[src/rtl/pipeline_hazard_ctrl.sv]
// pipeline_hazard_ctrl: decode-stage control and hazard sequencer for the
// 5-stage pipeline. Decodes the IF/ID opcode into datapath controls, keeps a
// scoreboard of in-flight destination registers (EX..WB), stalls decode on RAW
// hazards (no forwarding in the datapath) and flushes the fetched slot after a
// jump.
// Optional build macro: HAZARD_PERF_COUNTERS_EN adds saturating stall/flush
// counters; without it stall_count and flush_count are tied to zero.
//
// Handshake: there is no valid/ready pair here. pc_hold/ifid_hold tell fetch to
// keep its state at the coming edge; ifid_flush tells IF/ID its slot is dead.
module pipeline_hazard_ctrl #(
    parameter int OP_W     = 8,
    parameter int RA_W     = 5,
    parameter int SB_DEPTH = 3
) (
    input  logic            clk,
    input  logic            reset,
    input  logic [OP_W-1:0] op,
    input  logic [RA_W-1:0] rs,
    input  logic [RA_W-1:0] rt,
    input  logic [RA_W-1:0] rd,
    output logic [3:0]      ALUOp,
    output logic [1:0]      ALUSrc,
    output logic            MemRead,
    output logic            MemWrite,
    output logic [1:0]      MemToReg,
    output logic            RegWrite,
    output logic            PCSrc,
    output logic            pc_hold,
    output logic            ifid_hold,
    output logic            ifid_flush,
    output logic            illegal_op,
    output logic [15:0]     stall_count,
    output logic [15:0]     flush_count
);

    logic                id_valid;
    logic [SB_DEPTH-1:0] sb_v;
    logic [RA_W-1:0]     sb_rd [SB_DEPTH];

    logic [3:0]      alu_op_d;
    logic [1:0]      alu_src_d;
    logic            mem_read_d;
    logic            mem_write_d;
    logic [1:0]      mem_to_reg_d;
    logic            reg_write_d;
    logic            pc_src_d;
    logic            use_rs;
    logic            use_rt;
    logic            legal;
    logic [OP_W-1:0] op_off;
    logic            src_hit;
    logic            hazard;
    logic            issue;

    // Raw decode of the IF/ID opcode, before validity and hazard gating
    always_comb begin
        alu_op_d     = '0;
        alu_src_d    = '0;
        mem_read_d   = 1'b0;
        mem_write_d  = 1'b0;
        mem_to_reg_d = '0;
        reg_write_d  = 1'b0;
        pc_src_d     = 1'b0;
        use_rs       = 1'b0;
        use_rt       = 1'b0;
        legal        = 1'b1;
        op_off       = '0;
        case (op) inside
            8'h00: ;
            [8'h01:8'h09]: begin
                op_off       = op - 8'h01;
                alu_op_d     = op_off[3:0];
                mem_to_reg_d = 2'b01;
                reg_write_d  = 1'b1;
                use_rs       = 1'b1;
                use_rt       = 1'b1;
            end
            [8'h11:8'h19]: begin
                op_off       = op - 8'h11;
                alu_op_d     = op_off[3:0];
                alu_src_d    = 2'b01;
                mem_to_reg_d = 2'b01;
                reg_write_d  = 1'b1;
                use_rs       = 1'b1;
            end
            [8'h27:8'h29]: begin
                // shamt shifts reuse the R-type SLL/SRA/SRL codes 6..8
                op_off       = op - 8'h21;
                alu_op_d     = op_off[3:0];
                alu_src_d    = 2'b10;
                mem_to_reg_d = 2'b01;
                reg_write_d  = 1'b1;
                use_rs       = 1'b1;
            end
            8'h20: begin
                alu_src_d    = 2'b01;
                mem_read_d   = 1'b1;
                mem_to_reg_d = 2'b00;
                reg_write_d  = 1'b1;
                use_rs       = 1'b1;
            end
            8'h21: begin
                alu_src_d    = 2'b01;
                mem_write_d  = 1'b1;
                use_rs       = 1'b1;
                use_rt       = 1'b1;
            end
            8'h30: pc_src_d = 1'b1;
            8'h31: begin
                pc_src_d     = 1'b1;
                mem_to_reg_d = 2'b10;
                reg_write_d  = 1'b1;
            end
            default: legal = 1'b0;
        endcase
    end

    // RAW check of used sources against every valid in-flight destination;
    // the WB entry is included because the RF write is not visible to decode
    always_comb begin
        src_hit = 1'b0;
        for (int i = 0; i < SB_DEPTH; i++) begin
            if (sb_v[i] && ((use_rs && (sb_rd[i] == rs)) || (use_rt && (sb_rd[i] == rt))))
                src_hit = 1'b1;
        end
    end

    assign hazard = id_valid && src_hit;
    assign issue  = id_valid && !src_hit;

    // Controls leave as a bubble unless the instruction actually issues
    assign ALUOp      = issue ? alu_op_d     : '0;
    assign ALUSrc     = issue ? alu_src_d    : '0;
    assign MemRead    = issue && mem_read_d;
    assign MemWrite   = issue && mem_write_d;
    assign MemToReg   = issue ? mem_to_reg_d : '0;
    assign RegWrite   = issue && reg_write_d;
    assign PCSrc      = issue && pc_src_d;
    assign pc_hold    = hazard;
    assign ifid_hold  = hazard;
    assign ifid_flush = issue && pc_src_d;

    // Slot validity, scoreboard shift and sticky illegal-opcode flag
    always_ff @(posedge clk or negedge reset) begin
        if (!reset) begin
            id_valid   <= 1'b0;
            illegal_op <= 1'b0;
            sb_v       <= '0;
            for (int i = 0; i < SB_DEPTH; i++) sb_rd[i] <= '0;
        end else begin
            id_valid <= !ifid_flush;
            sb_v[0]  <= issue && reg_write_d;
            sb_rd[0] <= rd;
            for (int i = 1; i < SB_DEPTH; i++) begin
                sb_v[i]  <= sb_v[i-1];
                sb_rd[i] <= sb_rd[i-1];
            end
            if (issue && !legal) illegal_op <= 1'b1;
        end
    end

`ifdef HAZARD_PERF_COUNTERS_EN
    logic [15:0] stall_q;
    logic [15:0] flush_q;

    // Saturating event counters for hazard cycles and slot flushes
    always_ff @(posedge clk or negedge reset) begin
        if (!reset) begin
            stall_q <= '0;
            flush_q <= '0;
        end else begin
            if (hazard && (stall_q != 16'hFFFF))     stall_q <= stall_q + 16'd1;
            if (ifid_flush && (flush_q != 16'hFFFF)) flush_q <= flush_q + 16'd1;
        end
    end

    assign stall_count = stall_q;
    assign flush_count = flush_q;
`else
    assign stall_count = '0;
    assign flush_count = '0;
`endif

endmodule

[config.mk]
export PLATFORM = sky130hd
export DESIGN_NAME = pipeline_hazard_ctrl
export DESIGN_NICKNAME = d
export VERILOG_FILES = /design/src/rtl/pipeline_hazard_ctrl.sv
export SDC_FILE = /design/constraint.sdc
export NUM_CORES = 1
export LEC_CHECK = 0
export ABC_AREA = 1
export BUFFER_PORTS_ARGS = -buffer_cell sky130_fd_sc_hd__buf_2
export CAP_MARGIN = 10
export CELL_PAD_IN_SITES_DETAIL_PLACEMENT = 1
export CELL_PAD_IN_SITES_GLOBAL_PLACEMENT = 2
export CORE_AREA = 2 2 84 86
export CTS_CLUSTER_DIAMETER = 100
export CTS_CLUSTER_SIZE = 30
export DETAILED_ROUTE_END_ITERATION = 7
export DIE_AREA = 0 0 86 88
export PLACE_DENSITY = 0.83
export SKIP_LAST_GASP = 1
export SLEW_MARGIN = 0
export SYNTH_ARGS = -nofsm -noshare
export SYNTH_HDL_FRONTEND = slang
export SYNTH_SLANG_ARGS = --single-unit
[constraint.sdc]
create_clock -name clk -period 3.7 [get_ports clk]
set_input_delay 0.555 -clock clk [delete_from_list [all_inputs] [get_ports clk]]
set_output_delay 0.555 -clock clk [all_outputs]
set_load 0.05 [all_outputs]
# [Word-level counts from Yosys, hierarchy flattened]
# Cells that the tools add are included.
[word_totals] regBits=20 input_bits=25 elab_cells=114
[classes] n_addsub=3 order_cmp=6 n_eq_ne=10 n_mux=63 n_reduce_logical=26
[op_table] op="$mux 1" n=44
[op_table] op="$eq 8x6->1 const B" n=4
[op_table] op="$eq 5x5->1" n=6
[op_table] op="$mux 2" n=14
[op_table] op="$mux 4" n=5
[op_table] op="$logic_and 1x1->1" n=19
[op_table] op="$sub 4x1->4 const B" n=3
[op_table] op="$ge 8x1->1 const B" n=1
[op_table] op="$ge 8x5->1 const B" n=1
[op_table] op="$ge 8x6->1 const B" n=1
[op_table] op="$le 8x4->1 const B" n=1
[op_table] op="$le 8x5->1 const B" n=1
[op_table] op="$le 8x6->1 const B" n=1
[op_table] op="$logic_not 8->1" n=1
[op_table] op="$logic_not 1->1" n=3
[op_table] op="$logic_or 1x1->1" n=3

# [Longest topological paths before layout]
# Gate-level depths: netlist (run 1).
[logic_depth] ltp_word=17 mapped_depth=14

# [Worst setup path before layout (run 1)]
# Ideal clock, no wire load.
[synth_path] path_type="input -> output" startpoint="input op[1]" endpoint="output pc_hold" arrival_ns=2.593 required_ns=3.145 slack_ns=0.552 path_stages=13 path_buffers=1 path_cell_list="inv_1 ha_1 nand2_2 nor2_4 inv_1 nor2_2 nor2_1 nand4_2 nand2_1 nand2_1 nand2_2 nor2_1 buf_4"
[synth_via] elab_chain_cells=14 elab_cells_between_ends=39
[synth_lines] element="from (decl)" line_no="18" source="input logic [OP_W-1:0] op,"
[synth_lines] element="parallel branches: the longest is 12 deep, another holds $ge 8x6->1"
[synth_lines] element="$mux 1 *" line_no="124" source="if (sb_v[i] && ((use_rs && (sb_rd[i] == rs)) || (use_rt && (sb_rd[i] == rt))))"
[synth_lines] element="$logic_and 1x1->1 *" line_no="129" source="assign hazard = id_valid && src_hit;"
[synth_lines] element="to (decl)" line_no="29" source="output logic pc_hold,"
# Mark *: on every way between the ends.

# [Worst setup path in the final report (run 1)]
[layout_path] startpoint="input op[0]" endpoint="output RegWrite"
[layout_via] elab_chain_cells=16 elab_cells_between_ends=51
[layout_lines] element="parallel branches: the longest is 15 deep, another holds $ge 8x6->1"
[layout_lines] element="$logic_and 1x1->1 *" line_no="138" source="assign RegWrite = issue && reg_write_d;"
[layout_lines] element="to (decl)" line_no="27" source="output logic RegWrite,"
# Marked as above.

==> results.py, run 1 <==
metrics = {
    "critical_path": {
        "critPathLaunchType": "input port",
        "path_class": "in -> out",
        "worstPathArrival_ps": 2510,
        "cp_max_fo": 11,
        "end_kind": "primary output",
        "cp_data_required_time_ps": 3140,
    },
    "floorplan": {
        "dieArea_um2": 7570,
        "fp.dieH_um": 88,
        "io_pins": 73,
        "die_width_um": 86,
        "coreArea_um2": 6640,
        "row_count": 30,
        "start_util_pct": 26.1,
    },
    "clocking": {
        "cts_root_buffer": "clkbuf_8",
        "clock-sinks": 20,
        "tritoncts": "yes",
        "cts_resized": 0,
        "clock_latency_ps": 260,
        "h-tree-depth": 1,
        "cts_hold_buf": 0,
        "cts_buffers": 3,
        "clk_pin_slew_ps": 80,
        "cts_max_path_buffers": 2,
        "cts_setup_buffers": 0,
    },
    "timing": {
        "setup_viol": 0,
        "skew_ps": 3.29,
        "fin_crit_ps": 3060,
        "hold_viol_final": 0,
        "fmax_mhz": 326,
        "fin_crit_sh_pct": 82.8,
        "rsz0062_at_grt": "false",
        "finalSetupTns_ps": 0,
        "drv_slew": 0,
    },
    "global_route": {
        "grtUsageTotal_pct": 12.5,
        "antenna_found_initial": 0,
        "grt_start_max_net_pins": 21,
        "gr-total-overflow": 0,
        "grt_pass1_vias": 1538,
        "grt_pass1_wl_mm": 7.33,
    },
    "min_path": {
        "worstHoldPathType": "in -> async",
    },
    "layout": {
        "design_area_um2": 1950,
        "drive_gt1_share_pct": 26.9,
        "diodes": 0,
        "nNetsFinal": 312,
        "syn_to_final_growth_pct": 12.1,
    },
    "pwr": {
        "power_leakage_nw": 1.07,
        "ir_drop_mv": 0.154,
        "power_density_nw_per_um2": 340,
    },
    "placement": {
        "port_buffers": 40,
        "dp_hpwl_mm": 3.90,
        "finalWeightedCongestion": 0.854,
        "postPlaceCellArea_um2": 1880,
    },
    "yosys": {
        "syn-cell-area_um2": 1740,
        "ys_warn_count": 0,
        "ys_types": 29,
        "ys_seq_area_share_pct": 28.8,
        "synthArstFlopShare_pct": 100,
        "synth_flop_cell": "dfrtp_1",
        "avgSynthCellArea_um2": 7.12,
        "synth_seq_cells": 20,
        "synth_edf_count": 0,
        "netlist_instances": 244,
    },
    "drt": {
        "viasPerCell": 4.35,
        "drtAntennaViolNets": 0,
        "initialDrtViolationCount": 69,
        "first_pass_iters": 4,
        "drcViolationCount": 0,
        "wirelength_mm": 4.57,
        "vias": 1578,
        "detail_route.wl_per_cell_um": 12.6,
    },
    "job": {
        "cap_violations": 0,
    },
    "outcome": {
        "outcome": "finished, final reports clean",
    },
}
==> placed cells by master (no fill, tap or decap), drive strengths merged, types with 2 or more instances in the layout <==
cell / count
clkbuf: 3
inv: 42
o22ai: 19
nand3: 14
conb: 32
a31oi: 3
nand2: 35
xor2: 3
nor3: 3
ha: 3
buf: 40
dfrtp: 20
o21ai: 9
nor2: 47
a21oi: 2
==> cell families (layout without fill, tap and decap cells) <==
family | count (synthesis) | count (layout) | share of synthesized area [%]
AO/OA/AOI/OAI | 36 | 36 | 13.3
XOR/XNOR | 3 | 3 | 1.51
adder cells (fa/ha/maj) | 3 | 3 | 2.16
buffers and inverters | 79 | 87 | 25.3
flip-flops | 20 | 20 | 28.8
other | 1 | 32 | 0.216
AND/OR/NAND/NOR | 102 | 102 | 28.7
==> synthesized netlist by cell type (2+ instances only) <==
| cell type | instances | area share (%) |
|---|---|---|
| nand2_2 | 6 | 2.2 |
| nor3_1 | 3 | 0.86 |
| inv_1 | 37 | 8.0 |
| nor2_1 | 33 | 7.1 |
| o22ai_1 | 19 | 6.8 |
| nor2_2 | 12 | 4.3 |
| a31oi_1 | 3 | 1.1 |
| dfrtp_1 | 20 | 29 |
| nor2_4 | 2 | 1.3 |
| buf_6 | 2 | 1.3 |
| buf_4 | 34 | 15 |
| ha_1 | 3 | 2.2 |
| xor2_1 | 3 | 1.5 |
| nand2_4 | 2 | 1.3 |
| nand2_1 | 27 | 5.8 |
| inv_2 | 5 | 1.1 |
| nand3_1 | 13 | 3.7 |
| a21oi_1 | 2 | 0.58 |
| o21ai_0 | 8 | 2.3 |
==> metal layers <==
metal / up-vias / wire length [µm] / part of all wire, % / track usage [%]
met5: - / 0 / 0 / 0
met4: 0 / 34 / 0.74 / 4.62
met3: 2 / 216 / 4.7 / 1.98
met2: 38 / 2450 / 54 / 22.8
met1: 754 / 1870 / 41 / 14.6
li1: 784 / - / - / -
==> through the flow <==
step / worst slack (ps) / hold slack [ps] / util, % / cells / total power [mW]
finish: 637 / 229 / 29.3 / 363 / 0.662
CTS: 595 / 237 / 29.3 / 363 / 0.671
global placement: 699 / 393 / 28.2 / 359 / 0.446
floorplan: 552 / 259 / - / 275 / 0.428
global route: 389 / 254 / 29.3 / 363 / 0.701
detailed placement: 593 / 386 / 28.2 / 359 / 0.448
==> worst paths after layout <==
path | startpoint | depth (start not counted) | slack [ps] | to
setup / recovery | op[0] | 14 | 640 | RegWrite
hold / removal | reset | 1 | 230 | sb_rd[0]
setup reg to reg | sb_rd[0] | 10 | 1990 | sb_v[0]
min in group clk | rd[1] | 1 | 390 | sb_rd[11]
max in group asynchronous | reset | 1 | 3160 | sb_rd[12]
hold reg to reg | sb_v[0] | 0 | 400 | sb_v[1]
==> cell type report <==
| type | instances | area, µm² |
|---|---|---|
| timing repair buffer | 40 | 200 |
| multi-input combinational | 176 | 913 |
| sequential | 20 | 500 |
| clock buffer | 3 | 41.3 |
| tap | 80 | 100 |
| clock inverter | 1 | 30.0 |
| fill | 859 | 4700 |
| inverter | 43 | 161 |
==> sequential cells by signal, indices dropped and copies added, names as in the netlist <==
register,count
sb_rd,15
id_valid,1
sb_v,3
illegal_op,1
==> power breakdown <==
| part | total (mW) | switching (mW) | internal, mW |
|---|---|---|---|
| clock network | 0.218 | 0.0740 | 0.144 |
| registers | 0.241 | 0.0113 | 0.230 |
| logic | 0.202 | 0.159 | 0.0435 |
==> worst max-delay path, cell delays in order <==
cell     delay, ps
buf_2          120
inv_1           70
ha_1           220
nand2_2        130
nor2_4         120
nand2_2         90
nand3_2        160
nand4_2        130
nand2_1         80
nand2_1         60
nand2_2         90
nand2_2        200
nor2_1         190
buf_2          300
Note: power is estimated with default switching activity, not from simulation.
==> run 2, diff against run 1 <==
CORE_AREA = 2 2 87 89   (was 2 2 84 86)
DIE_AREA = 0 0 89 91   (was 0 0 86 88)
PLACE_DENSITY = 0.78   (was 0.83)
clock period = 3.1 ns   (was 3.7 ns; I/O delays follow)
==> results.py, run 2 (synthesized netlist as in run 1, its figures left out) <==
metrics = {
    "pwr": {
        "internal-power_uw": 440,
        "p_seq_share_pct": 39.8,
        "power_frac_clock_pct": 26.8,
        "switching_share_pct": 39.2,
        "comb_power_share_pct": 33.4,
        "switching_power_uw": 284,
        "power_leakage_nw": 1.06,
        "total_power_uw": 724,
        "power_density_nw_per_um2": 370,
        "ir_drop_mv": 0.0958,
    },
    "critical_path": {
        "end_kind": "primary output",
        "crit_buf_inv": 3,
        "crit_top_cell": "nand2_2",
        "r2r_cells": 10,
        "path_class": "in -> out",
        "slowest_stage": "buf_2",
        "cp_cell_sequence": "buf_2 > inv_1 > ha_1 > nand2_2 > nand2_4 > o211ai_4 > nand4_2 > nand2_1 > nand2_1 > nand2_2 > nand2_2 > nor2_2 > buf_2",
        "cpPeakStageDelay_ps": 270,
        "r2r_start": "sb_rd[12]",
        "r2r-end": "sb_v[0]",
        "critPathTopFamily": "simple AND/OR/NAND/NOR gates",
        "critPathLaunchType": "input port",
        "cp_data_required_time_ps": 2630,
        "rrSetupSlack_ps": 1450,
        "worstPathArrival_ps": 2380,
        "cp_max_fo": 11,
    },
    "layout": {
        "largest_reg_flops": 15,
        "nNetsFinal": 312,
        "layout_common_cells": "buf_2, inv_1, nor2_1, conb_1, nand2_1",
        "syn_to_final_growth_pct": 12.8,
        "final_cells": 382,
        "reg_top3": "sb_rd x15, sb_v x3",
        "largest-register": "sb_rd",
        "design_area_um2": 1960,
        "layout_commonest_cell": "buf_2",
        "fillerInstances": 965,
        "diodes": 0,
        "drive_gt1_share_pct": 27.2,
    },
    "placement": {
        "dp_hpwl_mm": 3.96,
        "finalWeightedCongestion": 0.858,
        "port_buffers": 40,
        "postPlaceCellArea_um2": 1900,
        "dp_cells": 378,
    },
    "drt": {
        "vias": 1596,
        "initialDrtViolationCount": 52,
        "wl_met1_mm": 1.81,
        "detail_route.wl_per_cell_um": 12.0,
        "wirelength_mm": 4.57,
        "highest_layer": "met4",
        "drcViolationCount": 0,
        "met3WireLength_um": 251,
        "drtAntennaViolNets": 0,
        "wl_met2_mm": 2.44,
        "viasPerCell": 4.18,
        "first_pass_iters": 4,
    },
    "timing": {
        "fin_crit_sh_pct": 91.7,
        "setup_viol": 0,
        "skew_ps": 0.653,
        "hold_viol_final": 0,
        "fin_crit_ps": 2840,
        "finalSetupTns_ps": 0,
        "fmax_mhz": 352,
        "drv_slew": 0,
        "rsz0062_at_grt": "false",
    },
    "clocking": {
        "cts_max_path_buffers": 2,
        "cts_hold_buf": 0,
        "cts_setup_buffers": 0,
        "clk_pin_slew_ps": 70,
        "cts_resized": 0,
        "clock_latency_ps": 260,
        "h-tree-depth": 1,
        "clock-sinks": 20,
        "cts_root_buffer": "clkbuf_8",
        "tritoncts": "yes",
        "cts_buffers": 3,
    },
    "global_route": {
        "grt_pass1_wl_mm": 7.47,
        "grt_start_max_net_pins": 21,
        "antenna_found_initial": 0,
        "gr-total-overflow": 0,
        "grtUsageTotal_pct": 11.8,
        "grt_pass1_vias": 1593,
    },
    "job": {
        "cap_violations": 0,
    },
    "floorplan": {
        "start_util_pct": 24.3,
        "fp.dieH_um": 91,
        "die_width_um": 89,
        "coreArea_um2": 7140,
        "io_pins": 73,
        "dieArea_um2": 8100,
        "row_count": 31,
    },
    "outcome": {
        "outcome": "finished, final reports clean",
    },
    "min_path": {
        "worstHoldPathType": "in -> async",
    },
}
-- run 2: cell count changes in the layout (fill, tap and decap cells not counted), sizes merged --
cell	change
clkbuf	+2
bufinv	-1
buf	-1
-- run 2: per-stage QoR --
stage	util [%]	setup slack (ps)	hold slack, ps
2_1_floorplan	-	132	169
3_3_place_gp	26.6	280	399
3_5_place_dp	26.6	181	393
4_1_cts	27.4	174	163
5_1_grt	27.5	20.3	182
6_report	27.5	257	146
-- run 2: final cells by class --
cell class	count	area [µm²]	area share, %
Inverter	43	161	8.24
Tap cell	99	124	6.32
Clock buffer	4	55.1	2.81
Multi-Input combinational cell	176	916	46.7
Sequential cell	20	500	25.5
Timing Repair Buffer	40	203	10.3
-- run 2: routing by layer --
layer	vias up	track usage (%)
met2	58	21.8
met4	0	3.73
met1	747	13.8
met3	7	1.09
li1	784	-
met5	-	0
-- run 2: how the worst max path moves through the flow --
stage               depth (start not counted)        to  startpoint  slack (ps)
detailed placement                         14  RegWrite       op[0]         180
global placement                           13  RegWrite       op[0]         280
global route                               14  MemWrite       op[0]          20
floorplan                                  13   pc_hold       op[1]         130
CTS                                        14  RegWrite       op[0]         170
finish                                     13  MemWrite       op[0]         260
-- run 2: power groups by stage --
stage | logic, mW | clock network (mW) | registers [mW]
after CTS | 0.242 | 0.205 | 0.289
after detailed placement | 0.242 | 0 | 0.294
after floorplan | 0.223 | 0 | 0.288
after global placement | 0.240 | 0 | 0.294
final | 0.242 | 0.194 | 0.288
after global routing | 0.263 | 0.211 | 0.290
==> run 3, diff against run 2 <==
clock period = 2.8 ns   (was 3.1 ns; I/O delays follow)
==> results.py, run 3 (synthesized netlist as in run 1, its figures left out) <==
metrics = {
    "drt": {
        "initialDrtViolationCount": 40,
        "detail_route.wl_per_cell_um": 11.9,
        "viasPerCell": 4.17,
        "drtAntennaViolNets": 0,
        "wirelength_mm": 4.56,
        "vias": 1601,
        "first_pass_iters": 4,
        "drcViolationCount": 0,
    },
    "timing": {
        "fin_crit_ps": 2590,
        "rsz0062_at_grt": "true",
        "fmax_mhz": 386,
        "drv_slew": 0,
        "finalSetupTns_ps": 0,
        "hold_ws_ps": 98.1,
        "skew_ps": 3.81,
        "hold_viol_final": 0,
        "setup_viol": 0,
        "fin_crit_sh_pct": 92.6,
        "finalWorstSetupSlack_ps": 207,
    },
    "pwr": {
        "power_density_nw_per_um2": 398,
        "ir_drop_mv": 0.112,
        "power_leakage_nw": 1.07,
    },
    "critical_path": {
        "cp_max_fo": 11,
        "path_class": "in -> out",
        "cp_data_required_time_ps": 2380,
        "crit_buf_inv": 3,
        "crit_path_start": "op[1]",
        "r2r_start": "sb_rd[0]",
        "cpPeakStageDelay_ps": 220,
        "critPathTopFamily": "simple AND/OR/NAND/NOR gates",
        "end_kind": "primary output",
        "crit_top_cell": "nand2_2",
        "worstPathArrival_ps": 2170,
        "critPathLaunchType": "input port",
        "slowest_stage": "ha_2",
        "cp_cell_sequence": "buf_2 > inv_1 > ha_2 > nand2_2 > nor2_4 > nand2_2 > o211ai_4 > nand4_2 > nand2_1 > nand2_1 > nand2_2 > nand2_4 > nor2_2 > buf_6",
    },
    "floorplan": {
        "fp.dieH_um": 91,
        "dieArea_um2": 8100,
        "io_pins": 73,
        "start_util_pct": 24.3,
        "die_width_um": 89,
        "row_count": 31,
        "coreArea_um2": 7140,
    },
    "global_route": {
        "grt_pass1_wl_mm": 7.42,
        "gr-total-overflow": 0,
        "grtUsageTotal_pct": 11.5,
        "grt_pass1_vias": 1605,
        "antenna_found_initial": 0,
        "grt_start_max_net_pins": 21,
    },
    "placement": {
        "dp_cells": 380,
        "place_ws_ps": -24.9,
        "postPlaceCellArea_um2": 1920,
        "port_buffers": 40,
        "dp_hpwl_mm": 3.90,
        "finalWeightedCongestion": 0.844,
    },
    "layout": {
        "design_area_um2": 2030,
        "final_cells": 384,
        "multi_input_area_um2": 926,
        "seq_area_um2": 500,
        "largest_reg_flops": 15,
        "fillerInstances": 934,
        "layout_common_cells": "inv_1, conb_1, nor2_1",
        "layout_commonest_cell": "inv_1",
        "diodes": 0,
        "nNetsFinal": 314,
        "reg_top3": "sb_rd x15, sb_v x3",
        "drive_gt1_share_pct": 28.4,
        "syn_to_final_growth_pct": 17.1,
        "largest-register": "sb_rd",
    },
    "clocking": {
        "clk_pin_slew_ps": 70,
        "cts_buffers": 3,
        "cts_hold_buf": 0,
        "h-tree-depth": 1,
        "cts_root_buffer": "clkbuf_8",
        "cts_max_path_buffers": 2,
        "clock_latency_ps": 250,
        "tritoncts": "yes",
        "clock-sinks": 20,
    },
    "min_path": {
        "worstHoldPathType": "in -> async",
    },
    "job": {
        "cap_violations": 0,
    },
    "outcome": {
        "outcome": "finished, final reports clean",
    },
}
-- run 3: area by class of cell --
class,instances,area share [%]
Clock buffer,4,2.71
Inverter,43,7.94
Multi-Input combinational cell,176,45.5
Sequential cell,20,24.6
Tap cell,99,6.09
Timing Repair Buffer,42,13.1
-- run 3: per-layer routing --
metal / wire length [µm] / part of all wire, % / vias up / track usage [%]
li1: - / - / 791 / -
met1: 1840 / 40 / 763 / 13.4
met2: 2480 / 54 / 43 / 21.5
met3: 175 / 3.8 / 4 / 0.727
met4: 64 / 1.4 / 0 / 4.10
met5: 0 / 0 / - / 0
-- run 3: power breakdown --
part,switching (mW),total (mW),internal [mW]
combinational,0.211,0.276,0.0650
clock,0.0889,0.214,0.125
sequential,0.0155,0.319,0.304
total,0.315,0.809,0.494
-- run 3: worst paths after layout --
check,endpoint,slack (ps),cells after the start
setup / recovery,ALUOp[2],210,14
hold / removal,sb_rd[0],100,1
setup reg to reg,sb_v[0],1250,10
hold reg to reg,sb_v[2],400,0
max in group asynchronous,sb_v[2],2390,1
min in group clk,sb_rd[10],270,1
-- run 3: what timing repair did --
item,4_1_cts,5_1_grt
gates resized for setup,4,26
setup endpoints to repair,4,13
endpoints found under the hold margin,0,0
gates cloned,0,0
setup buffers,0,0
-- run 3: through the flow --
step	total power [mW]	utilization, %
floorplan	0.565	-
global placement	0.591	26.9
global route	0.856	28.5
CTS	0.818	27.8
finish	0.809	28.5
detailed placement	0.592	26.9
